==> config.mk <==
export PLATFORM = sky130hd
export DESIGN_NAME = fetch_seq_ctrl
export DESIGN_NICKNAME = d
export VERILOG_FILES = /design/src/rtl/fetch_seq_ctrl_pkg.sv /design/src/rtl/fetch_seq_ctrl.sv
export SDC_FILE = /design/constraint.sdc
export NUM_CORES = 1
export LEC_CHECK = 0
export BUFFER_PORTS_ARGS = -buffer_cell sky130_fd_sc_hd__buf_2
export CORE_AREA = 2 2 190 192
export DETAILED_ROUTE_END_ITERATION = 12
export DIE_AREA = 0 0 192 194
export SETUP_SLACK_MARGIN = 0.02
export SYNTH_ARGS = -nofsm -noshare
export SYNTH_HDL_FRONTEND = slang
export SYNTH_SLANG_ARGS = --single-unit
==> constraint.sdc <==
create_clock -name clock -period 17.22 [get_ports clock]
set_input_delay 1.722 -clock clock [delete_from_list [all_inputs] [get_ports clock]]
set_output_delay 1.722 -clock clock [all_outputs]
set_load 0.1 [all_outputs]
==> src/rtl/fetch_seq_ctrl_pkg.sv <==
// rtl/fetch_seq_ctrl_pkg.sv - shared frontend types and widths for the fetch sequencer
package fetch_seq_ctrl_pkg;

    localparam int PC_W    = 48;
    localparam int BLOCK_W = 128;
    localparam int ADDR_W  = 64;

    typedef enum logic [2:0] {
        ST_IDLE = 3'd0,
        ST_REQ  = 3'd1,
        ST_WAIT = 3'd2,
        ST_HOLD = 3'd3,
        ST_KILL = 3'd4
    } fetch_state_t;

    // Start of the next 16-byte fetch block; wraps naturally at 2^48.
    function automatic logic [PC_W-1:0] next_block_pc(input logic [PC_W-1:0] pc);
        return {pc[PC_W-1:4] + (PC_W-4)'(1), 4'b0000};
    endfunction

endpackage

==> src/rtl/fetch_seq_ctrl.sv <==
// rtl/fetch_seq_ctrl.sv - single-outstanding instruction fetch sequencer with redirect flush
module fetch_seq_ctrl
    import fetch_seq_ctrl_pkg::*;
#(
    parameter logic [PC_W-1:0] BOOT_ADDR = 48'h0000_8000_0000
) (
    input  logic               clock,
    input  logic               reset,
    input  logic               redirect_valid,
    input  logic [PC_W-1:0]    redirect_target,
    output logic               icache_req_valid,
    input  logic               icache_req_ready,
    output logic [ADDR_W-1:0]  icache_req_addr,
    input  logic               icache_resp_done,
    input  logic [BLOCK_W-1:0] icache_resp_data,
    output logic               fetch_out_valid,
    input  logic               fetch_out_ready,
    output logic [BLOCK_W-1:0] fetch_out_data,
    output logic [ADDR_W-1:0]  fetch_out_pc,
    output logic               busy,
    output logic [31:0]        fetch_count,
    output logic [15:0]        kill_count
);

    fetch_state_t       state_q;
    fetch_state_t       state_d;
    logic [PC_W-1:0]    pc;
    logic [BLOCK_W-1:0] data_q;

    logic load_target;
    logic advance_pc;
    logic capture;
    logic count_fetch;
    logic count_kill;

    always_ff @(posedge clock or posedge reset) begin
        if (reset) begin
            state_q <= ST_IDLE;
        end else begin
            state_q <= state_d;
        end
    end

    // Redirect always wins over a same-cycle handshake; a response already in
    // flight at redirect time must be drained through KILL before re-requesting.
    always_comb begin
        state_d     = state_q;
        load_target = 1'b0;
        advance_pc  = 1'b0;
        capture     = 1'b0;
        count_fetch = 1'b0;
        count_kill  = 1'b0;
        case (state_q)
            ST_IDLE: begin
                load_target = redirect_valid;
                state_d     = ST_REQ;
            end
            ST_REQ: begin
                if (redirect_valid) begin
                    load_target = 1'b1;
                    state_d     = icache_req_ready ? ST_KILL : ST_REQ;
                end else if (icache_req_ready) begin
                    state_d = ST_WAIT;
                end
            end
            ST_WAIT: begin
                if (redirect_valid) begin
                    load_target = 1'b1;
                    count_kill  = icache_resp_done;
                    state_d     = icache_resp_done ? ST_REQ : ST_KILL;
                end else if (icache_resp_done) begin
                    capture = 1'b1;
                    state_d = ST_HOLD;
                end
            end
            ST_HOLD: begin
                if (redirect_valid) begin
                    load_target = 1'b1;
                    state_d     = ST_REQ;
                end else if (fetch_out_ready) begin
                    advance_pc  = 1'b1;
                    count_fetch = 1'b1;
                    state_d     = ST_REQ;
                end
            end
            ST_KILL: begin
                load_target = redirect_valid;
                if (icache_resp_done) begin
                    count_kill = 1'b1;
                    state_d    = ST_REQ;
                end
            end
            default: begin
                state_d = ST_IDLE;
            end
        endcase
    end

    always_comb begin
        icache_req_valid = (state_q == ST_REQ);
        fetch_out_valid  = (state_q == ST_HOLD);
        busy             = (state_q != ST_IDLE);
    end

    always_ff @(posedge clock or posedge reset) begin
        if (reset) begin
            pc          <= BOOT_ADDR;
            data_q      <= '0;
            fetch_count <= '0;
            kill_count  <= '0;
        end else begin
            if (load_target) begin
                pc <= redirect_target;
            end else if (advance_pc) begin
                pc <= next_block_pc(pc);
            end
            if (capture) begin
                data_q <= icache_resp_data;
            end
            if (count_fetch) begin
                fetch_count <= fetch_count + 32'd1;
            end
            if (count_kill && (kill_count != 16'hFFFF)) begin
                kill_count <= kill_count + 16'd1;
            end
        end
    end

    assign icache_req_addr = {16'b0, pc[PC_W-1:4], 4'b0000};
    assign fetch_out_pc    = {16'b0, pc};
    assign fetch_out_data  = data_q;

endmodule

Yosys cells after proc, flatten, opt, wreduce, memory -nomap -nowiden:

Cells that the tools add are included.

* bits in registers: 227

* $add $sub $neg: 3
* equality and inequality tests: 9
* mux-type cells: 22
* reduce and logical (&&, ||, !) cells: 7

Operators with widths (count)
* 2-to-1 mux 48 bit: 2
* adder 44 x 1 -> 44 bit (second input constant): 1
* adder 32 x 1 -> 32 bit (second input constant): 1
* 2-to-1 mux 3 bit: 9
* adder 16 x 1 -> 16 bit (second input constant): 1
* inequality test 16 bit (second input constant): 1
* case mux 3 bit (5 select lines): 1
* 2-to-1 mux 1 bit: 8
* == test 3 x 2 -> 1 bit (second input constant): 2
* inequality test 3 x 2 -> 1 bit (second input constant): 2
* case mux 1 bit (2 select lines): 2
* AND reduction 4 bit: 1
* == test 3 x 1 -> 1 bit (second input constant): 1
* == test 3 bit (second input constant): 1
* logical NOT 3 bit: 1
* inequality test 3 bit (second input constant): 1
* nonzero test 3 bit: 1
* OR reduction 3 bit: 1
* inequality test 2 bit (second input constant): 1
* nonzero test 2 bit: 1
* OR reduction 2 bit: 1
* logical AND 1 bit: 1

Longest topological paths before layout:

Gate-level depths: netlist (run 1).

* depth in word-level cells: 5
* gate-level depth with buffers: 8
* gate-level depth less buffers: 5

Least setup slack after synthesis (run 1):

Ideal clock, no wire load.

* kind: flip-flop to output port
* start point: register state_q[1]
* end point: output icache_req_valid
* data arrival time: 2.146 ns
* data required time: 15.498 ns
* setup slack: 13.352 ns
* stages on the path, launching flop included: 4
* path through: dfrtp_1 clkbuf_1 nor2b_1 nor2b_1

* word-level cells in the longest chain between the ends: 1

Ends and longest elaborated chain
* start, declared: line fetch_seq_ctrl.sv:25 `fetch_state_t state_q;`
* start signal, assigned: line fetch_seq_ctrl.sv:40 `state_q <= state_d;`
* == test 3 x 1 -> 1 bit: line fetch_seq_ctrl.sv:100 `icache_req_valid = (state_q == ST_REQ);`
* end, declared: line fetch_seq_ctrl.sv:11 `output logic icache_req_valid,`

Every way passes these cells.

Worst setup path in the final report (run 1):

Ends and elaborated chain as after synthesis.

==> results.json, run 1 <==
{
  "period_share_pct": 21.4,
  "grt_pass1_vias": 7891,
  "slew_headroom_pct": 36.0,
  "synth_top_area_share_pct": 54.6,
  "htreeDepth": 1,
  "path_class": "flip-flop to output port",
  "max_freq_mhz": 271,
  "synthTopCellsByArea": "dfrtp_1 (55%), mux2_2 (14%), buf_4 (5.8%)",
  "clockRootBuffer": "clkbuf_16",
  "cts_buffers": 27,
  "report.final.slew_viol_count": 0,
  "detail-route-antenna-nets": 0,
  "place_congestion": 0.870,
  "rsz0062_at_grt": "no",
  "die_x_um": 192,
  "yosysSeqAreaShare_pct": 54.8,
  "cp_data_arrival_time_ns": 1.97,
  "num_rows": 69,
  "min_period_ns": 3.69,
  "reg2reg_from": "state_q[1]",
  "final_nets": 1468,
  "worstPathMaxFanout": 15,
  "synth_seq_cells": 227,
  "mostFrequentLayoutCells": "buf_2 (452), dfrtp_1 (226), mux2_2 (131)",
  "dr_wl_met3_mm": 2.44,
  "hp-start": "fetch_count[18]",
  "grt_antenna_before_repair": 1,
  "synth_edf_count": 0,
  "crit_path_start_kind": "flip-flop",
  "tns_ns": 0,
  "syn_avg_cell_area_um2": 11.8,
  "via_count": 8136,
  "firstDrtPassIters": 5,
  "gr-total-overflow": 0,
  "path_clk_slew_ns": 0.06,
  "syn_area_um2": 10400,
  "wl_mm": 30.1,
  "yosysTopAreaCell": "dfrtp_1",
  "cts_resized": 0,
  "met2WireLength_mm": 14.5,
  "grt_max_degree": 81,
  "wl_met1_mm": 12.4,
  "required_ns": 15.50,
  "ff2ff_setup_slack_ns": 14.26,
  "whs_path_depth": 1,
  "hold_buffers": 0,
  "start_util_pct": 29.4,
  "dieArea_um2": 37200,
  "tightest_slew_ns": 0.961,
  "worstHoldEndpoint": "fetch_count[18]",
  "top_layer": "met4",
  "worst_r2r_path_depth": 4,
  "seq_area_um2": 5680,
  "final_common_cell": "buf_2",
  "layout-area-overhead-vs-synth_pct": 30.2,
  "finClkSkew_ns": 0.0130,
  "drv_cap": 0,
  "drc": 0,
  "synth_cell_type_count": 47,
  "drive_above_1_share_pct": 49.3,
  "post_drt_wl_per_cell_um": 17.1,
  "io_pins": 489,
  "drt_iter0_markers": 355,
  "via_per_inst": 4.61,
  "port_buffers": 452,
  "dp_hpwl_mm": 22.4,
  "die_h_um": 194,
  "netlist_instances": 875,
  "fillers": 3509,
  "cts_sinks": 227,
  "yosysWarnings": 0,
  "worstSetupEndpointType": "output port",
  "worstHoldPathType": "flip-flop to flip-flop",
  "core-area_um2": 35200,
  "synth_flop_cell": "dfrtp_1",
  "multi_input_area_um2": 4040,
  "insertion_delay_ns": 0.55,
  "grtUsageTotal_pct": 15.5,
  "post_cts_buffers": 0,
  "grt_pass1_wl_mm": 45.6,
  "ys_async_sr_fraction_pct": 100,
  "hold_viol_final": 0,
  "cts_tree": "built",
  "r2r_end": "fetch_out_data[102]",
  "setup_viol": 0,
  "ctsLongestPathBuffers": 3,
  "status": "completed"
}
metrics by stage:
step | instances | util [%] | setup WS [ns] | hold slack, ns | cell area (um^2)
2_1_floorplan | 910 | - | 9.28 | 0.692 | 10500
3_3_place_gp | 1715 | 35.9 | 13.08 | 0.466 | 12700
3_5_place_dp | 1715 | 35.9 | 13.02 | 0.477 | 12700
4_1_cts | 1762 | 38.3 | 13.49 | 0.492 | 13500
5_1_grt | 1762 | 38.3 | 13.38 | 0.505 | 13500
6_report | 1763 | 38.3 | 13.53 | 0.490 | 13500
worst max-delay path by stage:
| stage | startpoint | endpoint | slack (ns) | cells after the start |
|---|---|---|---|---|
| after global routing | state_q[1] | icache_req_valid | 13.38 | 3 |
| after CTS | state_q[1] | icache_req_valid | 13.49 | 3 |
| after global placement | redirect_valid | fetch_out_data[31] | 13.08 | 5 |
| after floorplan | reset | fetch_count[0] | 9.28 | 1 |
| after detailed placement | redirect_valid | fetch_out_data[102] | 13.02 | 5 |
| final | state_q[1] | icache_req_valid | 13.53 | 3 |
per-layer routing:
layer,GRT usage (%),vias to the layer above
met3,4.49,40
met4,3.70,0
met1,20.0,4001
met2,25.5,306
li1,-,3789
met5,0,-
critical path, cell delays in order (launching register included):
cell,delay [ns]
dfrtp_1,0.52
nor2b_1,0.28
nor2b_1,0.16
buf_2,0.45
cell families (layout without fill, tap and decap cells):
| family | after synthesis | in the layout | synth area share, % |
|---|---|---|---|
| fa+ha+maj | 3 | 3 | 0.362 |
| simple gates | 242 | 242 | 12.6 |
| xor+xnor | 66 | 66 | 5.58 |
| other cells | 1 | 37 | 0.0362 |
| flops | 227 | 227 | 54.8 |
| mux | 132 | 132 | 14.3 |
| compound gates | 78 | 78 | 4.63 |
| buf+inv | 126 | 517 | 7.62 |
cell type report:
cell class / count / share of cell area, %
Antenna cell: 1 / 0.0185
Multi-Input combinational cell: 557 / 29.9
Inverter: 11 / 0.362
Sequential cell: 227 / 42.1
Clock buffer: 38 / 5.76
Clock inverter: 9 / 0.445
Timing Repair Buffer: 459 / 17.2
Tap cell: 461 / 4.27
synth_stat cells, types with 2 or more instances:
cell and n:
dfrtp_1 226, mux2_2 131, buf_4 80, nand2_1 60, xnor2_1 38, nor2_1 37
o21ai_0 36, clkbuf_1 29, nand3_1 29, nand4_1 29, xor2_1 28, and3_1 17
a31oi_1 14, and4_1 14, and2_1 11, inv_1 11, or3_1 10, or4_1 9
nor3_1 7, nor2b_1 5, o31ai_1 5, a211oi_1 4, a21oi_1 4, a22o_1 4
nor4_1 4, buf_1 3, ha_1 3, o211ai_1 3, a22oi_1 2, and3b_1 2
buf_6 2, nor3b_1 2, o311ai_0 2
flip-flops by register name, indices dropped and copies added, names as in the netlist:
register        count
state_q             3
fetch_out_data    128
pc                 48
fetch_count        32
kill_count         16
Power of run 1 is left out: the tool's default activity adds up to more than one toggle a clock period on the data nets, which glitch-free logic cannot reach.
==> run 2: changes to the inputs <==
--- a/config.mk
+++ b/config.mk
@@ -5,10 +5,11 @@
 export SDC_FILE = /design/constraint.sdc
 export NUM_CORES = 1
 export LEC_CHECK = 0
+export ABC_AREA = 1
 export BUFFER_PORTS_ARGS = -buffer_cell sky130_fd_sc_hd__buf_2
-export CORE_AREA = 2 2 190 192
+export CORE_AREA = 2 2 188 190
 export DETAILED_ROUTE_END_ITERATION = 12
-export DIE_AREA = 0 0 192 194
+export DIE_AREA = 0 0 190 192
 export SETUP_SLACK_MARGIN = 0.02
 export SYNTH_ARGS = -nofsm -noshare
 export SYNTH_HDL_FRONTEND = slang
==> constraint.sdc (replaced) <==
create_clock -name clock -period 3.45 [get_ports clock]
set_input_delay 0.345 -clock clock [delete_from_list [all_inputs] [get_ports clock]]
set_output_delay 0.345 -clock clock [all_outputs]
set_load 0.1 [all_outputs]
==> results.json, run 2 <==
{
  "status": "completed",
  "crit_path_start_kind": "flip-flop",
  "ys_async_sr_fraction_pct": 100,
  "cp_cell_sequence": "ha_1 > nand2_1 > nor2_1 > nand2_1 > nor2_1 > nand2_1 > nand2_1 > nand3_1 > nand3_1 > o21ai_0",
  "cts_buffers": 27,
  "slew_headroom_pct": 40.2,
  "report.final.slew_viol_count": 0,
  "grt_pass1_vias": 10200,
  "num_rows": 68,
  "cts_resized": 0,
  "cts_sinks": 227,
  "critical-path-top-delay-family": "simple AND/OR/NAND/NOR gates",
  "cp_data_arrival_time_ns": 2.78,
  "drv_cap": 0,
  "seq_area_um2": 5680,
  "die_h_um": 192,
  "core-area_um2": 34300,
  "hold_viol_final": 0,
  "pre_cts_ws_ns": 1.14,
  "yosysTopAreaCell": "dfrtp_1",
  "drc": 0,
  "required_ns": 3.87,
  "wl_mm": 38.8,
  "finClkSkew_ns": 0.0110,
  "yosysWarnings": 0,
  "via_per_inst": 4.71,
  "dp_hpwl_mm": 28.6,
  "worstHoldPathType": "primary input to flip-flop",
  "place_congestion": 0.876,
  "netlist_instances": 1279,
  "utilization_pct": 45.8,
  "layout-area-overhead-vs-synth_pct": 34.9,
  "grtUsageTotal_pct": 20.1,
  "clockRootBuffer": "clkbuf_16",
  "port_buffers": 452,
  "yosysSeqAreaShare_pct": 48.8,
  "setup_slack_ns": 1.09,
  "synth_most_common_cell": "nand2_1",
  "firstDrtPassIters": 5,
  "slowest_delay_ns": 0.70,
  "gr-total-overflow": 0,
  "largest_reg_flops": 128,
  "drive_above_1_share_pct": 35.3,
  "via_count": 10600,
  "worstSetupEndpointType": "flip-flop",
  "period_share_pct": 68.4,
  "path_class": "flip-flop to flip-flop",
  "synth_flop_cell": "dfrtp_1",
  "drt_iter0_markers": 501,
  "insertion_delay_ns": 0.55,
  "htreeDepth": 1,
  "synth_top_area_share_pct": 48.6,
  "ctsLongestPathBuffers": 3,
  "final_nets": 1957,
  "path_clk_slew_ns": 0.06,
  "setup_viol": 0,
  "die_x_um": 190,
  "grt_pass1_wl_mm": 57.1,
  "tightest_slew_ns": 0.893,
  "crit_path_frequent_cell": "nand2_1",
  "cp_slowest_cell": "nor2_1",
  "synth_cell_type_count": 42,
  "max_freq_mhz": 424,
  "detail-route-antenna-nets": 0,
  "dieArea_um2": 36500,
  "post_cts_buffers": 0,
  "worstPathMaxFanout": 12,
  "critPathBufInv": 0,
  "min_period_ns": 2.36,
  "fillers": 3323,
  "syn_avg_cell_area_um2": 9.10,
  "synth_seq_cells": 227,
  "syn_area_um2": 11600,
  "grt_max_degree": 95,
  "synthTopCellsByArea": "dfrtp_1 (49%), mux2_2 (10%), nand2_1 (9.3%)",
  "synth_edf_count": 0,
  "final_common_cell": "buf_2",
  "cts_tree": "built",
  "grt_antenna_before_repair": 8,
  "post_drt_wl_per_cell_um": 17.3,
  "start_util_pct": 34.0,
  "synthTopCellsByCount": "nand2_1 (290), dfrtp_1 (226), nor2_1 (128)",
  "hold_buffers": 87,
  "tns_ns": 0,
  "mostFrequentLayoutCells": "buf_2 (452), nand2_1 (290), dfrtp_1 (226)",
  "rsz0062_at_grt": "no",
  "multi_input_area_um2": 4940,
  "io_pins": 489
}
==> run 2: per-layer routing <==
layer,track usage [%],vias up,share of wire (%)
met5,0,-,0.070
met2,34.4,428,49
li1,-,5051,-
met1,24.6,5023,40
met4,6.89,4,3.3
met3,5.02,85,8.2
==> run 2: cell type report <==
type / instances / area share [%]
Timing Repair Buffer: 548 / 20.6
Multi-Input combinational cell: 865 / 31.4
Tap cell: 455 / 3.62
Inverter: 103 / 2.48
Clock buffer: 41 / 5.27
Clock inverter: 7 / 0.382
Sequential cell: 227 / 36.2
Antenna cell: 3 / 0.0478
==> run 2: through the flow <==
stage	std cells	cell area, um^2	hold slack, ns
after floorplan	1314	11800	0.452
after global placement	2111	13900	0.372
after detailed placement	2111	13900	0.374
after CTS	2246	15700	0.000122
after global routing	2247	15700	0.00740
final	2249	15700	0.0296
==> run 2: worst register-to-register path, delay by kind of cell (launching register included) <==
kind / cells / cell delay [ns]
compound gates: 1 / 0.08
fa+ha+maj: 1 / 0.25
simple gates: 8 / 1.48
flops: 1 / 0.43
==> run 2: final timing paths <==
check	endpoint	start	cells past startpoint	slack, ns
worst min register to register	fetch_out_data[90]	fetch_out_data[90]	1	0.49
max in group asynchronous	state_q[0]	reset	4	2.20
min in group asynchronous	fetch_out_data[5]	reset	3	0.38
worst max-delay path	pc[28]	pc[5]	10	1.09
worst min-delay path	fetch_out_data[72]	icache_resp_data[72]	2	0.03
worst max register to register	pc[28]	pc[5]	10	1.09
==> run 2: logic make-up after synthesis <==
logic type	after synthesis	share of synthesized area, %
adder cells (fa/ha/maj)	3	0.322
other	1	0.0322
AO/OA/AOI/OAI	99	4.84
flip-flops	227	48.8
buffers and inverters	222	10.1
AND/OR/NAND/NOR	555	20.2
multiplexers	128	12.4
XOR/XNOR	44	3.31
Power of run 2 is left out for the same reason.
